`src/rtl/camera_scroll_pkg.sv`:
```
// Shared geometry and FSM encoding for the camera scroll block and the renderers
// that consume its offsets.
package camera_scroll_pkg;
    localparam int OFFSET_W   = 13;
    localparam int H_ACTIVE   = 1024;
    localparam int V_ACTIVE   = 768;
    localparam int WORLD_W    = 2048;
    localparam int WORLD_H    = 8000;
    localparam int CENTER_X   = 512;
    localparam int CENTER_Y   = 384;
    localparam int DEADZONE_X = 64;
    localparam int DEADZONE_Y = 96;
    localparam int MAX_STEP   = 8;
    localparam int MAX_X      = WORLD_W - H_ACTIVE;
    localparam int MAX_Y      = WORLD_H - V_ACTIVE;

    typedef enum logic [2:0] {
        ST_IDLE,
        ST_CAPTURE,
        ST_CALC,
        ST_STEP,
        ST_COMMIT
    } state_e;
endpackage

```
`src/rtl/camera_scroll_axis_step.sv`:
```
// Per-axis camera datapath: clamp target to the scrollable range, form the error,
// and derive the next offset from the dead zone and step limit.
module axis_step
    import camera_scroll_pkg::*;
#(
    parameter int CENTER   = 0,
    parameter int LIMIT    = 0,
    parameter int DEADZONE = 0,
    parameter int STEP_MAX = MAX_STEP
) (
    input  logic [OFFSET_W-1:0]        target,
    input  logic [OFFSET_W-1:0]        cur,
    input  logic                       snap,
    input  logic [OFFSET_W-1:0]        des_in,
    input  logic signed [OFFSET_W:0]   err_in,
    output logic [OFFSET_W-1:0]        des_out,
    output logic signed [OFFSET_W:0]   err_out,
    output logic [OFFSET_W-1:0]        nxt
);
    logic signed [OFFSET_W:0] raw;
    logic [OFFSET_W:0]        mag;
    logic [OFFSET_W:0]        stp;

    always_comb begin
        raw = $signed({1'b0, target}) - $signed((OFFSET_W+1)'(CENTER));
        if (raw < 0)
            des_out = '0;
        else if (raw > $signed((OFFSET_W+1)'(LIMIT)))
            des_out = OFFSET_W'(LIMIT);
        else
            des_out = raw[OFFSET_W-1:0];
        err_out = $signed({1'b0, des_out}) - $signed({1'b0, cur});
    end

    // Step never exceeds |err|-DEADZONE, so the result cannot overshoot the clamped target.
    always_comb begin
        mag = (err_in < 0) ? (OFFSET_W+1)'(-err_in) : (OFFSET_W+1)'(err_in);
        stp = '0;
        nxt = cur;
        if (snap) begin
            nxt = des_in;
        end else if (mag > (OFFSET_W+1)'(DEADZONE)) begin
            stp = mag - (OFFSET_W+1)'(DEADZONE);
            if (stp > (OFFSET_W+1)'(STEP_MAX))
                stp = (OFFSET_W+1)'(STEP_MAX);
            nxt = (err_in < 0) ? cur - stp[OFFSET_W-1:0] : cur + stp[OFFSET_W-1:0];
        end
    end
endmodule

```
`src/rtl/camera_scroll.sv`:
```
// Per-frame camera tracker: once per vertical blank, walks screenx/screeny toward
// the climber and commits both offsets in a single cycle so renderers never tear.
module camera_scroll
    import camera_scroll_pkg::*;
(
    input  logic                clock,
    input  logic                reset_n,
    input  logic [10:0]         hcount,
    input  logic [9:0]          vcount,
    input  logic                enable,
    input  logic                snap,
    input  logic [OFFSET_W-1:0] target_x,
    input  logic [OFFSET_W-1:0] target_y,
    output logic [OFFSET_W-1:0] screenx,
    output logic [OFFSET_W-1:0] screeny,
    output logic                scrolling
);
    state_e                   state_q, state_d;
    logic                     fs_prev_q, fs_cond, strobe;
    logic                     snap_pend_q, snap_pend_d, snap_lat_q, snap_lat_d;
    logic [OFFSET_W-1:0]      tx_q, tx_d, ty_q, ty_d;
    logic [OFFSET_W-1:0]      desx_q, desx_d, desy_q, desy_d;
    logic signed [OFFSET_W:0] errx_q, errx_d, erry_q, erry_d;
    logic [OFFSET_W-1:0]      newx_q, newx_d, newy_q, newy_d;
    logic [OFFSET_W-1:0]      screenx_q, screenx_d, screeny_q, screeny_d;
    logic                     scrolling_q, scrolling_d;
    logic [OFFSET_W-1:0]      desx_c, desy_c, nxtx_c, nxty_c;
    logic signed [OFFSET_W:0] errx_c, erry_c;

    axis_step #(.CENTER(CENTER_X), .LIMIT(MAX_X), .DEADZONE(DEADZONE_X)) u_x (
        .target(tx_q), .cur(screenx_q), .snap(snap_lat_q), .des_in(desx_q), .err_in(errx_q),
        .des_out(desx_c), .err_out(errx_c), .nxt(nxtx_c)
    );
    axis_step #(.CENTER(CENTER_Y), .LIMIT(MAX_Y), .DEADZONE(DEADZONE_Y)) u_y (
        .target(ty_q), .cur(screeny_q), .snap(snap_lat_q), .des_in(desy_q), .err_in(erry_q),
        .des_out(desy_c), .err_out(erry_c), .nxt(nxty_c)
    );

    assign fs_cond = (hcount == 11'd0) && (vcount == 10'(V_ACTIVE));
    assign strobe  = fs_cond && !fs_prev_q;

    always_comb begin
        state_d     = state_q;
        tx_d        = tx_q;
        ty_d        = ty_q;
        snap_lat_d  = snap_lat_q;
        desx_d      = desx_q;
        desy_d      = desy_q;
        errx_d      = errx_q;
        erry_d      = erry_q;
        newx_d      = newx_q;
        newy_d      = newy_q;
        screenx_d   = screenx_q;
        screeny_d   = screeny_q;
        scrolling_d = scrolling_q;
        // A snap landing on the COMMIT cycle survives into the next frame.
        snap_pend_d = snap || (snap_pend_q && (state_q != ST_COMMIT));
        case (state_q)
            ST_IDLE:    if (strobe && enable) state_d = ST_CAPTURE;
            ST_CAPTURE: begin
                tx_d       = target_x;
                ty_d       = target_y;
                snap_lat_d = snap_pend_q;
                state_d    = ST_CALC;
            end
            ST_CALC: begin
                desx_d  = desx_c;
                desy_d  = desy_c;
                errx_d  = errx_c;
                erry_d  = erry_c;
                state_d = ST_STEP;
            end
            ST_STEP: begin
                newx_d  = nxtx_c;
                newy_d  = nxty_c;
                state_d = ST_COMMIT;
            end
            ST_COMMIT: begin
                screenx_d   = newx_q;
                screeny_d   = newy_q;
                scrolling_d = (newx_q != screenx_q) || (newy_q != screeny_q);
                state_d     = ST_IDLE;
            end
            default:    state_d = ST_IDLE;
        endcase
    end

    always_ff @(posedge clock or negedge reset_n) begin
        if (!reset_n) begin
            state_q     <= ST_IDLE;
            fs_prev_q   <= 1'b0;
            snap_pend_q <= 1'b0;
            snap_lat_q  <= 1'b0;
            tx_q        <= '0;
            ty_q        <= '0;
            desx_q      <= '0;
            desy_q      <= '0;
            errx_q      <= '0;
            erry_q      <= '0;
            newx_q      <= '0;
            newy_q      <= '0;
            screenx_q   <= '0;
            screeny_q   <= OFFSET_W'(MAX_Y);
            scrolling_q <= 1'b0;
        end else begin
            state_q     <= state_d;
            fs_prev_q   <= fs_cond;
            snap_pend_q <= snap_pend_d;
            snap_lat_q  <= snap_lat_d;
            tx_q        <= tx_d;
            ty_q        <= ty_d;
            desx_q      <= desx_d;
            desy_q      <= desy_d;
            errx_q      <= errx_d;
            erry_q      <= erry_d;
            newx_q      <= newx_d;
            newy_q      <= newy_d;
            screenx_q   <= screenx_d;
            screeny_q   <= screeny_d;
            scrolling_q <= scrolling_d;
        end
    end

    assign screenx   = screenx_q;
    assign screeny   = screeny_q;
    assign scrolling = scrolling_q;
endmodule

```
`config.mk`:
```
export PLATFORM = sky130hd
export DESIGN_NAME = camera_scroll
export DESIGN_NICKNAME = d
export VERILOG_FILES = /design/src/rtl/camera_scroll_pkg.sv /design/src/rtl/camera_scroll_axis_step.sv /design/src/rtl/camera_scroll.sv
export SDC_FILE = /design/constraint.sdc
export NUM_CORES = 1
export LEC_CHECK = 0
export BUFFER_PORTS_ARGS = -buffer_cell sky130_fd_sc_hd__buf_2
export CAP_MARGIN = 10
export CORE_ASPECT_RATIO = 0.75
export CORE_MARGIN = 8
export CORE_UTILIZATION = 30
export DETAILED_ROUTE_END_ITERATION = 6
export GPL_TIMING_DRIVEN = 0
export SLEW_MARGIN = 20
export SYNTH_ARGS = -nofsm -noshare
export SYNTH_HDL_FRONTEND = slang
export SYNTH_SLANG_ARGS = --single-unit
```
`constraint.sdc`:
```
create_clock -name clock -period 8.7 [get_ports clock]
set_input_delay 1.305 -clock clock [delete_from_list [all_inputs] [get_ports clock]]
set_output_delay 1.305 -clock clock [all_outputs]
set_load 0.03 [all_outputs]
```
==> reports/qor.txt <==
Fin Setup TNS -> 0 ns
DIE HEIGHT -> 172.7 um
WL/cell -> 18.07 um
crit-path max FO -> 10
Post-CTS Hold Buffers -> 0
hold slack -> 0.4758 ns
status -> completed
First-pass DRT Iterations -> 5
H-tree depth -> 4
vias per std cell -> 5.226
fmax -> 0.1423 GHz
Setup crit start kind -> flop
P_int -> 0.002632 W
min-delay worst type -> reg2reg
postcts setup bufs -> 0
critical path class -> reg2reg
effective utilization at floorplan -> 30.39%
leading area contributor after synthesis -> dfrtp_1
share of layout cells above drive strength 1 -> 15.18%
Tmin final -> 7.028 ns
Post-synth EDFFs -> 0
Die Area -> 38830 sq um
endpoints failing setup -> 0
Worst EP required -> 9.02 ns
Sw Share -> 47.22%
Clock power frac -> 15.9%
Worst slew margin -> 49.55%
worst vdd ir -> 0.1935 mV
Max Transition Viols Final -> 0
hpwl dp -> 23.89 mm
# nets final -> 1355
Worst-Skew Late Latency -> 0.43 ns
RD Place Congestion -> 0.8801
top_reg_cell synth -> dfrtp_1
DR iter-0 viols -> 707
RSZ-0062 raised after global routing -> no
Root Buffer -> clkbuf_16
fraction of registers with async set/reset -> 100.0%
critical path capture point type -> flop
Cells after DPL -> 1662
TritonCTS buffer count -> 17
synth top area cells -> dfrtp_1 34%, ha_1 7.8%, o21ai_0 6.6%
Max Cap Viol -> 0
CTS tree -> built
gr ovfl total -> 0
top cell type's share of synthesized area -> 34.41%
YS warnings -> 0
num rows -> 57
non-filler cells, final -> 1694
Die X -> 224.9 um
overall routed net length -> 30.61 mm
net switching power -> 0.002354 W
Cells after Synth -> 1141
Worst-Margin Slew -> 0.7488 ns
port bufs -> 77
Global Route Usage Sum -> 15.63%
Leak -> 4.974 nW
# IOs -> 78
Clock Skew -> 0.01146 ns
Via Count -> 8853
Combinational Power Share -> 59.6%
library cells used by synthesis -> 78
syn avg cell area -> 8.605 sq um
final worst path period share -> 80.78%
finished layout cell area -> 11440 sq um
first-pass GRT wire length -> 47.88 mm
growth of design area from synthesis to finish -> 16.52%
fillers -> 3354
Worst EP arrival -> 7.35 ns
DRC errors left -> 0
total core area -> 32310 sq um
final hold violations -> 0
number of global-route vias before repair -> 8380
largest net degree at the start of global routing -> 99
Reg power frac -> 24.5%
number of routed nets with antenna violations -> 0
clock-pin transition on the worst setup and hold timing paths -> 0.07 ns
CTS sink count -> 139
Antenna Cells -> 0
placed cell area -> 10800 sq um
CTS Buffer Depth -> 2
antenna violations before repair -> 1
register area share after synthesis -> 35.48%
CTS resizes -> 0
synthesized flop and latch total -> 139
pwr/cell area -> 435.8 nW/um^2
post-synth design cell area -> 9818 sq um
## layout make-up
type / count / area, sq um / share of cell area (%)
Buffer: 54 / 226.5 / 1.980
Clock buffer: 22 / 474.2 / 4.145
Clock inverter: 10 / 162.7 / 1.422
Inverter: 65 / 244.0 / 2.133
Multi-Input combinational cell: 884 / 5873 / 51.34
Sequential cell: 139 / 3483 / 30.45
Tap cell: 442 / 553.0 / 4.834
Timing Repair Buffer: 78 / 422.9 / 3.697
## placed cells by master, fill, tap and decap left out, types with 5 or more instances in the layout
cell	instances
nand2b_1	16
nor2b_1	8
xor2_1	13
nor2_1	69
nand3_1	16
clkbuf_1	41
or2_2	8
o21ai_0	129
o21a_1	6
a21boi_0	9
a31oi_1	10
and3_1	10
nand4_1	9
or3_1	11
and2_1	20
mux2_2	46
buf_2	86
nor3_1	27
nand2_1	154
inv_1	63
a21oi_1	48
xnor2_1	55
clkbuf_16	17
a21o_1	12
ha_1	61
nor3b_1	6
o41ai_1	5
mux2i_1	9
a211o_1	5
o31ai_1	16
dfrtp_1	135
nor4_1	12
o211ai_1	11
a211oi_1	12
## synth_stat cells (13+ instances only)
| cell type | instances |
|---|---|
| nand3_1 | 16 |
| inv_1 | 63 |
| nand2_1 | 154 |
| nor2_1 | 69 |
| mux2_2 | 46 |
| clkbuf_1 | 39 |
| nor3_1 | 27 |
| ha_1 | 61 |
| xnor2_1 | 55 |
| dfrtp_1 | 135 |
| and2_1 | 20 |
| a21oi_1 | 48 |
| o31ai_1 | 16 |
| o21ai_0 | 129 |
| xor2_1 | 13 |
| nand2b_1 | 16 |
## registers in the layout, summed over array words and instances (netlist names), 3 cells and up
register  cells
errx_q       14
erry_q       14
desx_q       13
desy_q       13
newx_q       13
newy_q       13
screenx      13
screeny      13
tx_q         13
ty_q         13
state_q       3
## power by group through the flow
stage          clock network, W  registers (W)  logic [W]
3_5_place_dp                  0        0.00123    0.00293
5_1_grt                0.000822        0.00126    0.00331
2_1_floorplan                 0        0.00118    0.00216
3_3_place_gp                  0        0.00122    0.00287
4_1_cts                0.000797        0.00122    0.00295
6_report               0.000792        0.00122    0.00297
## critical path: stages, from the launching register on
cell and delay (ns):
dfrtp_1 0.32, clkbuf_1 0.36, clkbuf_1 0.40, buf_1 0.49, o21ai_0 0.24, xnor2_1 0.20, ha_1 0.28, inv_1 0.15
nor2_1 0.12, a32oi_1 0.12, a21boi_0 0.14, mux2_2 0.32, nor3_1 0.36, buf_2 0.29, nand2_1 0.10, ha_1 0.22
nor2b_1 0.19, a21o_1 0.22, ha_1 0.20, or3_1 0.37, o21ai_0 0.16, a21oi_1 0.13, a221oi_1 0.40, o21ai_0 0.31
nand2_1 0.14, a21oi_1 0.07, o31a_1 0.29, o41ai_1 0.32
## layer usage
layer | share of wire, % | up-vias | GRT usage, %
met5 | 0.029 | - | 0
met4 | 0.75 | 2 | 3.020
met2 | 39 | 280 | 20.60
met1 | 51 | 4290 | 23.85
met3 | 9.3 | 25 | 5.461
li1 | - | 4256 | -
## per-stage QoR
step | total power (W) | worst slack, ns | utilization, %
2_1_floorplan | 0.003343 | 2.978 | -
3_3_place_gp | 0.004088 | 1.901 | 33.31
3_5_place_dp | 0.004157 | 1.779 | 33.44
4_1_cts | 0.004968 | 1.723 | 35.41
5_1_grt | 0.005394 | 1.055 | 35.41
6_report | 0.004986 | 1.672 | 35.41
## path summary, 6_finish.rpt
check | start | endpoint | slack (ns) | cells past startpoint
setup / recovery | erry_q[13]$_DFFE_PN0N_ | newy_q[12]$_DFFE_PN0P_ | 1.67 | 27
hold / removal | snap_pend_q$_DFF_PN0_ | snap_lat_q$_DFFE_PN0N_ | 0.48 | 2
setup reg to reg | erry_q[13]$_DFFE_PN0N_ | newy_q[12]$_DFFE_PN0P_ | 1.67 | 27
hold reg to reg | snap_pend_q$_DFF_PN0_ | snap_lat_q$_DFFE_PN0N_ | 0.48 | 2
max in group asynchronous | reset_n | tx_q[1]$_DFFE_PN0N_ | 7.11 | 2
min in group asynchronous | reset_n | screenx[7]$_DFFE_PN0P_ | 0.77 | 1
## kinds of logic (layout without fill, tap and decap cells)
| family | Yosys count | count (layout) | synth area share, % |
|---|---|---|---|
| xor+xnor | 69 | 69 | 6.232 |
| other cells | 1 | 2 | 0.03819 |
| flops | 139 | 139 | 35.48 |
| fa+ha+maj | 66 | 66 | 8.691 |
| compound gates | 304 | 304 | 19.29 |
| simple gates | 388 | 388 | 19.28 |
| mux | 55 | 55 | 6.194 |
| buf+inv | 119 | 229 | 4.792 |
(Power assumes the default switching activity.)
